## src/rtl/gate_seq_pkg.sv

```systemverilog
// Shared types and constants for the 2-input gate self-test sequencer.
// Truth tables are indexed by {a,b}: bit 0 is a=0,b=0 and bit 3 is a=1,b=1.
package gate_seq_pkg;

    typedef enum logic [1:0] {
        IDLE   = 2'd0,
        SETTLE = 2'd1,
        SAMPLE = 2'd2,
        FINISH = 2'd3
    } seq_state_e;

    localparam logic [3:0] TT_AND  = 4'b1000;
    localparam logic [3:0] TT_OR   = 4'b1110;
    localparam logic [3:0] TT_XOR  = 4'b0110;
    localparam logic [3:0] TT_NAND = 4'b0111;

    localparam int CNT_W = 4;

endpackage

```

## src/rtl/gate_exercise_seq_if.sv

```systemverilog
// Control, gate-drive and result signals between the sequencer and its surroundings.
// The master is the sequencer; the slave is the gate datapath plus whoever requests runs.
interface gate_exercise_seq_if;

    logic       start;
    logic       gate_a;
    logic       gate_b;
    logic       gate_y;
    logic       busy;
    logic       done;
    logic       pass;
    logic [2:0] err_count;
    logic [3:0] err_mask;

    modport master (
        input  start, gate_y,
        output gate_a, gate_b, busy, done, pass, err_count, err_mask
    );

    modport slave (
        output start, gate_y,
        input  gate_a, gate_b, busy, done, pass, err_count, err_mask
    );

endinterface

```

## src/rtl/gate_exercise_seq_settle_timer.sv

```systemverilog
// Settle interval counter: cleared by load, advanced by en, expire flags the last settle cycle.
module settle_timer
    import gate_seq_pkg::*;
#(
    parameter int SETTLE_CYCLES = 2
) (
    input  logic clk,
    input  logic rst,
    input  logic load,
    input  logic en,
    output logic expire
);

    localparam logic [CNT_W-1:0] LAST_CNT = CNT_W'(SETTLE_CYCLES - 1);

    logic [CNT_W-1:0] cnt_r;

    // Settle count register; load wins over enable.
    always_ff @(posedge clk) begin
        if (rst) begin
            cnt_r <= {CNT_W{1'b0}};
        end else if (load) begin
            cnt_r <= {CNT_W{1'b0}};
        end else if (en) begin
            cnt_r <= cnt_r + {{(CNT_W-1){1'b0}}, 1'b1};
        end else begin
            cnt_r <= cnt_r;
        end
    end

    assign expire = (cnt_r == LAST_CNT);

endmodule

```

## src/rtl/gate_exercise_seq.sv

```systemverilog
// Self-test sequencer: walks a 2-input gate through 00,01,10,11, samples its output
// after a settle interval and records mismatches against the TRUTH table.
module gate_exercise_seq
    import gate_seq_pkg::*;
#(
    parameter int         SETTLE_CYCLES = 2,
    parameter logic [3:0] TRUTH         = TT_OR
) (
    input  logic                clk,
    input  logic                rst,
    gate_exercise_seq_if.master bus
);

    seq_state_e state_r;
    logic [1:0] idx_r;
    logic       gate_a_r;
    logic       gate_b_r;
    logic       busy_r;
    logic       done_r;
    logic       pass_r;
    logic [2:0] err_count_r;
    logic [3:0] err_mask_r;

    logic load_s;
    logic en_s;
    logic expire_s;
    logic mismatch_s;

    // Timer control: restart at run acceptance and before every new combination.
    always_comb begin
        load_s     = 1'b0;
        en_s       = 1'b0;
        mismatch_s = (bus.gate_y != TRUTH[idx_r]);
        if ((state_r == IDLE) && bus.start) begin
            load_s = 1'b1;
        end else if (state_r == SAMPLE) begin
            load_s = 1'b1;
        end else begin
            load_s = 1'b0;
        end
        if (state_r == SETTLE) begin
            en_s = 1'b1;
        end else begin
            en_s = 1'b0;
        end
    end

    settle_timer #(
        .SETTLE_CYCLES(SETTLE_CYCLES)
    ) u_settle_timer (
        .clk   (clk),
        .rst   (rst),
        .load  (load_s),
        .en    (en_s),
        .expire(expire_s)
    );

    // Sequencer FSM with all outputs registered; done is a one-cycle pulse after FINISH.
    always_ff @(posedge clk) begin
        if (rst) begin
            state_r     <= IDLE;
            idx_r       <= 2'd0;
            gate_a_r    <= 1'b0;
            gate_b_r    <= 1'b0;
            busy_r      <= 1'b0;
            done_r      <= 1'b0;
            pass_r      <= 1'b0;
            err_count_r <= 3'd0;
            err_mask_r  <= 4'd0;
        end else begin
            done_r <= 1'b0;
            case (state_r)
                IDLE: begin
                    if (bus.start) begin
                        idx_r       <= 2'd0;
                        gate_a_r    <= 1'b0;
                        gate_b_r    <= 1'b0;
                        err_count_r <= 3'd0;
                        err_mask_r  <= 4'd0;
                        pass_r      <= 1'b0;
                        busy_r      <= 1'b1;
                        state_r     <= SETTLE;
                    end
                end
                SETTLE: begin
                    if (expire_s) begin
                        state_r <= SAMPLE;
                    end
                end
                SAMPLE: begin
                    if (mismatch_s) begin
                        err_count_r        <= err_count_r + 3'd1;
                        err_mask_r[idx_r]  <= 1'b1;
                    end
                    if (idx_r == 2'd3) begin
                        state_r <= FINISH;
                    end else begin
                        idx_r                <= idx_r + 2'd1;
                        {gate_a_r, gate_b_r} <= idx_r + 2'd1;
                        state_r              <= SETTLE;
                    end
                end
                FINISH: begin
                    done_r  <= 1'b1;
                    busy_r  <= 1'b0;
                    pass_r  <= (err_count_r == 3'd0);
                    state_r <= IDLE;
                end
                default: begin
                    state_r <= IDLE;
                end
            endcase
        end
    end

    assign bus.gate_a    = gate_a_r;
    assign bus.gate_b    = gate_b_r;
    assign bus.busy      = busy_r;
    assign bus.done      = done_r;
    assign bus.pass      = pass_r;
    assign bus.err_count = err_count_r;
    assign bus.err_mask  = err_mask_r;

endmodule
```

## src/flat_wrapper.sv

```systemverilog
// flat-port wrapper written by rule: the top's interface ports become plain ports
module gate_exercise_seq_flat import gate_seq_pkg::*;
#(
    parameter int         SETTLE_CYCLES = 2,
    parameter logic [3:0] TRUTH         = TT_OR
)
  (clk, rst, bus_start, bus_gate_y, bus_gate_a, bus_gate_b, bus_busy, bus_done, bus_pass, bus_err_count, bus_err_mask);
  gate_exercise_seq_if bus_i ();
  input  logic clk;
  input  logic rst;
  input wire logic [$bits(bus_i.start)-1:0] bus_start;
  input wire logic [$bits(bus_i.gate_y)-1:0] bus_gate_y;
  output wire logic [$bits(bus_i.gate_a)-1:0] bus_gate_a;
  output wire logic [$bits(bus_i.gate_b)-1:0] bus_gate_b;
  output wire logic [$bits(bus_i.busy)-1:0] bus_busy;
  output wire logic [$bits(bus_i.done)-1:0] bus_done;
  output wire logic [$bits(bus_i.pass)-1:0] bus_pass;
  output wire logic [$bits(bus_i.err_count)-1:0] bus_err_count;
  output wire logic [$bits(bus_i.err_mask)-1:0] bus_err_mask;
  assign bus_i.start = bus_start;
  assign bus_i.gate_y = bus_gate_y;
  assign bus_gate_a = bus_i.gate_a;
  assign bus_gate_b = bus_i.gate_b;
  assign bus_busy = bus_i.busy;
  assign bus_done = bus_i.done;
  assign bus_pass = bus_i.pass;
  assign bus_err_count = bus_i.err_count;
  assign bus_err_mask = bus_i.err_mask;
  gate_exercise_seq #(.SETTLE_CYCLES(SETTLE_CYCLES), .TRUTH(TRUTH)) u_core (.clk(clk), .rst(rst), .bus(bus_i));
endmodule
```

## config.mk

```make
export PLATFORM = sky130hd
export DESIGN_NAME = gate_exercise_seq_flat
export DESIGN_NICKNAME = d
export VERILOG_FILES = /design/src/rtl/gate_seq_pkg.sv /design/src/rtl/gate_exercise_seq_if.sv /design/src/rtl/gate_exercise_seq_settle_timer.sv /design/src/rtl/gate_exercise_seq.sv /design/src/flat_wrapper.sv
export SDC_FILE = /design/constraint.sdc
export NUM_CORES = 1
export LEC_CHECK = 0
export ABC_CLOCK_PERIOD_IN_PS = 1900
export CAP_MARGIN = 20
export CORE_MARGIN = 8
export CORE_UTILIZATION = 50
export DETAILED_ROUTE_END_ITERATION = 12
export HOLD_SLACK_MARGIN = 0.03
export PLACE_DENSITY = 0.76
export SYNTH_ARGS = -nofsm -noshare
export SYNTH_HDL_FRONTEND = slang
export SYNTH_SLANG_ARGS = --single-unit
export TNS_END_PERCENT = 1
```

## constraint.sdc

```tcl
create_clock -name clk -period 1.9 [get_ports clk]
set_input_delay 0.19 -clock clk [delete_from_list [all_inputs] [get_ports clk]]
set_output_delay 0.19 -clock clk [all_outputs]
set_load 0.01 [all_outputs]
```

# Word level (Yosys, flattened, before mapping)

Cells that the tools add are included.

Bits in latches: 0
Word-level logic and storage cells: 66
Bits in read-only memories: 0
Flip-flop bits (word level): 20
Output and inout port bits: 12
Memory bits (writable): 0
Memories kept: 0

Equal/unequal tests: 10
Add/subtract/negate cells: 3
$lt $le $gt $ge: 2
Bitwise gates (word level): 1
Shift operators: 0
Muxes and demuxes: 29
Reduce and logical (&&, ||, !) cells: 11
Multipliers: 0
Divide/modulo/power cells: 0

Operator list:

| operator              | number |
|---|---|
| $mux W1               | 10 |
| $mux W2               | 5 |
| $mux W4               | 2 |
| $pmux W1 S2           | 4 |
| $pmux W2 S4           | 1 |
| $pmux W4 S2           | 1 |
| $eq A2 B2 Y1 const B  | 3 |
| $mux W3               | 2 |
| $pmux W3 S2           | 1 |
| $reduce_and A3 Y1     | 2 |
| $add A4 B1 Y4 const B | 1 |
| $eq A4 B1 Y1 const B  | 1 |
| $ne A2 B1 Y1 const B  | 2 |
| $ne A2 B2 Y1 const B  | 2 |
| $or A4 B4 Y4          | 1 |
| $pmux W2 S2           | 1 |
| $reduce_and A2 Y1     | 2 |
| $reduce_bool A2 Y1    | 2 |
| $add A3 B1 Y3 const B | 1 |
| $logic_not A3 Y1      | 1 |
| $lt A2 B3 Y1 const B  | 1 |
| $add A2 B1 Y2 const B | 1 |
| $bmux W1 S2           | 1 |
| $demux W1 S2          | 1 |
| 6 further kinds       | 7 |

# Logic depth before layout (Yosys ltp)

Word-level depth: 7
Mapped depth: 5

# By module

From an unflattened synthesis, not the netlist that was laid out.

Cells, all modules: 98
Area total of the unflattened synthesis: 923.4 um2

By module, submodules not included:

| module            | area an instance (um2) | cells each | instances | sequential area each (um2) |
|---|---|---|---|---|
| gate_exercise_seq | 724.4                  | 78         | 1         | 280.3 |
| settle_timer      | 198.9                  | 20         | 1         | 80.1 |

# Worst setup path after synthesis

No wires, ideal clock.

Kind: reg2reg
From: register u_core.idx_r[0]
To: register u_core.err_count_r[2] (netlist: u_core.bus.err_count[2])
Period minus slack after synthesis: 1506 ps
Library setup time: 123 ps
Arrival time: 1383 ps
Stages on the path, launching flop included: 6
Path slack: 394 ps
Path buffers: 0
Cell sequence: dfxtp_1 -> inv_1 -> ha_1 -> xnor2_1 -> and3_1 -> o31ai_1

Word-level cells in the longest chain between the ends: 5

Ends and longest elaborated chain:

| what                               | RTL line                | text |
|---|---|---|
| start, declared                    | gate_exercise_seq.sv:15 | `logic [1:0] idx_r;` |
| start signal, assigned             | gate_exercise_seq.sv:98 | `idx_r <= idx_r + 2'd1;` |
| $bmux W1 S2                        | gate_exercise_seq.sv:33 | `mismatch_s = (bus.gate_y != TRUTH[idx_r]);` |
| $mux W1 (implied by the code)      | gate_exercise_seq.sv:33 |  |
| $ne A1 B1 Y1                       | gate_exercise_seq.sv:33 |  |
| $ne A2 B1 Y1 (no source line)      | n/a                     |  |
| $reduce_and A3 Y1 (no source line) | n/a                     |  |
| end signal, assigned               | gate_exercise_seq.sv:92 | `err_count_r <= err_count_r + 3'd1;` |
| end, declared                      | gate_exercise_seq.sv:21 | `logic [2:0] err_count_r;` |

No other way between the ends. The select of a mux whose other input is x is not followed.
A chain may end at the register's enable or synchronous reset.

# Final worst setup path

Same ends and word-level chain as after synthesis.

==> impl_metrics.csv <==
group,metric,value,unit
status,outcome,"complete, no violations",
clock_network,clk_latency,0.29,ns
worst_setup_path,critPathKind,"reg -> reg",
worst_setup_path,critPathMaxStageDelay,0.42,ns
clock_network,cts_setup_buffers,0,
sta,worstMarginPinSlew,0.524,ns
grt,antenna_found_initial,0,
worst_setup_path,cp_max_fo,7,
grt,grt_overflow,0,
synth,syn_inst,112,
worst_setup_path,worstReg2RegStart,"u_core.idx_r[0]",
synth,syn_area_per_cell,8.24,sq um
worst_setup_path,critPathCaptureType,"register",
clock_network,cts_buffer_depth,2,
cells_and_area,drive_gt1_share,7.03,%
hold_path,holdPathEnd,"u_core.bus.err_mask[3]",
routing,drtAntennaViolNets,0,
grt,grt_pass1_vias,784,
routing,first_iter_violations,11,
hold_path,min_from,"u_core.bus.err_mask[3]",
synth,syn-num-nets,124,
floorplanning,start_util,53.5,%
synth,synthTopCellsByCount,"18 x dfxtp_1, 12 x inv_1, 12 x nor2_1, 9 x a31oi_1, 8 x ha_1",
routing,viasPerCell,5.39,
worst_setup_path,r2r_end,"u_core.bus.err_count[2]",
power_and_ir_drop,p_leak,0.434,nW
job,max_cap_viol_count,0,
power_and_ir_drop,ir_drop,0.000415,V
sta,layout_min_cycle_time,1.58,ns
cells_and_area,n_antenna_cell,0,
place,port-buffer-count,15,
synth,synth_seq_cells,18,
power_and_ir_drop,powerDensity,690,nW/um^2
sta,rsz0062_at_grt,"false",
worst_setup_path,slowest_stage,"dfxtp_1",
synth,synth_top_area_share,39.0,%
clock_network,cts_sinks,18,
sta,fin_crit_sh,83.3,%
synth,ys_seq_area_share,39.0,%
sta,hold_viol,0,
sta,slew_viol_final,0,
clock_network,cts_made_buffers,3,
synth,synthDistinctLibCells,29,
worst_setup_path,path_cells,"inv_1 > ha_1 > xnor2_1 > and3_1 > o31ai_1",
routing,routed-wl-met3,112,um
sta,tns,0,ns
sta,finClkSkew,0.00419,ns
floorplanning,die_w,59.0,um
sta,setup_ws,0.318,ns
worst_setup_path,startpoint_type,"register",
cells_and_area,area_growth,22.9,%
synth,synth_edf_count,0,
floorplanning,die_area,3480,sq um
floorplanning,coreArea,1730,sq um
clock_network,h-tree-depth,1,
clock_network,path_clk_slew,0.11,ns
routing,drc,0,
routing,routed-via-count,824,
grt,grt_pass1_wl,3.28,mm
worst_setup_path,cp.arrival,1.77,ns
sta,fmax,632,MHz
clock_network,cts_tree,"done",
grt,grt_max_degree,15,
routing,met1Wirelength,821,um
synth,yosysMostFrequentCell,"dfxtp_1",
synth,async_flop_share,0,%
synth,synth.area.top_cells,"dfxtp_1 39%, ha_1 11%, a31oi_1 6.1%",
place,dpl.hpwl,1.48,mm
hold_path,whs_path_depth,2,
worst_setup_path,r2r_slack,0.32,ns
sta,final-setup-viol-count,0,
hold_path,hp-class,"reg -> reg",
routing,first_pass_iters,4,
floorplanning,rows,15,
routing,dr_wl_met2,935,um
sta,slew-limit-headroom,65.0,%
grt,grt_usage,11.9,%
synth,ys_warn_count,0,
routing,wl_per_cell,12.5,um
cells_and_area,fin_nets,141,
clock_network,cts-hold-fix-buffers,0,
place,globalplace.congestion,0.822,
floorplanning,die_h,59.0,um
worst_setup_path,ff2ff_path_depth,5,
place,dp_slack,0.308,ns
floorplanning,num_io_pins,16,
routing,top_layer,"met4",
synth,synth_top_area_cell,"dfxtp_1",
clock_network,cts-root-buf,"clkbuf_4",
synth,synth_area,923,sq um
synth,synthFlopType,"dfxtp_1",
worst_setup_path,required,2.09,ns
clock_network,cts.repair.resized,0,
routing,wl,1.91,mm
-- routing by layer --
layer / GRT usage [%] / vias to the layer above
met3: 3.69 / 6
li1: - / 421
met2: 21.3 / 19
met5: 0 / -
met4: 5.80 / 0
met1: 12.2 / 378
-- cell type report --
class / instances / area [sq um]
Clock buffer: 4 / 36.3
Inverter: 12 / 45.0
Timing Repair Buffer: 18 / 173
Fill cell: 169 / 592
Tap cell: 25 / 31.3
Multi-Input combinational cell: 76 / 489
Sequential cell: 18 / 360
-- through the flow --
stage	power, W	utilization [%]	instances	hold slack [ns]	instance area [sq um]
finish	0.000783	65.7	153	0.481	1130
global route	0.000830	65.7	153	0.508	1130
CTS	0.000789	65.7	153	0.484	1130
detailed placement	0.000556	63.6	149	0.458	1100
global placement	0.000551	63.6	149	0.455	1100
floorplan	0.000512	-	112	0.345	923
-- critical path: cells and delay by family (launching register included) --
family,cells,cell delay (ns)
AOI/OAI and AO/OA,1,0.07
xor gates and xnor gates,1,0.41
adders and majority gates,1,0.25
buffers and inverters,1,0.10
DFF,1,0.42
and+or+nand+nor,1,0.23
-- how the worst max path moves through the flow --
| stage | to | cells past startpoint | start | slack [ns] |
|---|---|---|---|---|
| global placement | u_core.bus.err_count[2] | 5 | u_core.idx_r[0] | 0.37 |
| CTS | u_core.bus.err_count[2] | 5 | u_core.idx_r[0] | 0.30 |
| floorplan | u_core.bus.err_count[2] | 5 | u_core.idx_r[0] | 0.39 |
| detailed placement | u_core.bus.err_count[2] | 5 | u_core.idx_r[0] | 0.31 |
| finish | u_core.bus.err_count[2] | 5 | u_core.idx_r[0] | 0.32 |
| global route | u_core.bus.err_count[0] | 5 | u_core.idx_r[0] | 0.15 |
-- registers in the layout, summed over array words and instances (netlist names) --
signal	count
u_core.bus.done	1
u_core.u_settle_timer.cnt_r	4
u_core.idx_r	2
u_core.bus.err_count	3
u_core.bus.pass	1
u_core.state_r	2
u_core.bus.err_mask	4
u_core.bus.busy	1
-- cell families after synthesis --
kind of cell,after synthesis,share of synthesized area (%)
AO/OA/AOI/OAI,28,19.6
XOR/XNOR,2,1.90
adder cells (fa/ha/maj),8,10.8
buffers and inverters,18,7.99
flip-flops,18,39.0
AND/OR/NAND/NOR,38,20.6
-- layout by cell type, fill, tap and decap left out, types with 4 or more instances in the layout --
cell	netlist	layout
ha_1	8	8
nor2_1	12	12
a31oi_1	9	9
a21oi_1	6	6
inv_1	12	12
clkdlybuf4s50_1	0	15
and3_1	4	4
nand3_1	7	7
dfxtp_1	18	18
nand2_1	6	6
-- report_power, final --
group / switching [W] / leakage [nW] / internal (W)
Sequential: 0.0000247 / 0.146 / 0.000393
Clock: 0.000119 / 0.0210 / 0.000117
Combinational: 0.0000698 / 0.267 / 0.0000597
Note: power is estimated with default switching activity, not from simulation.
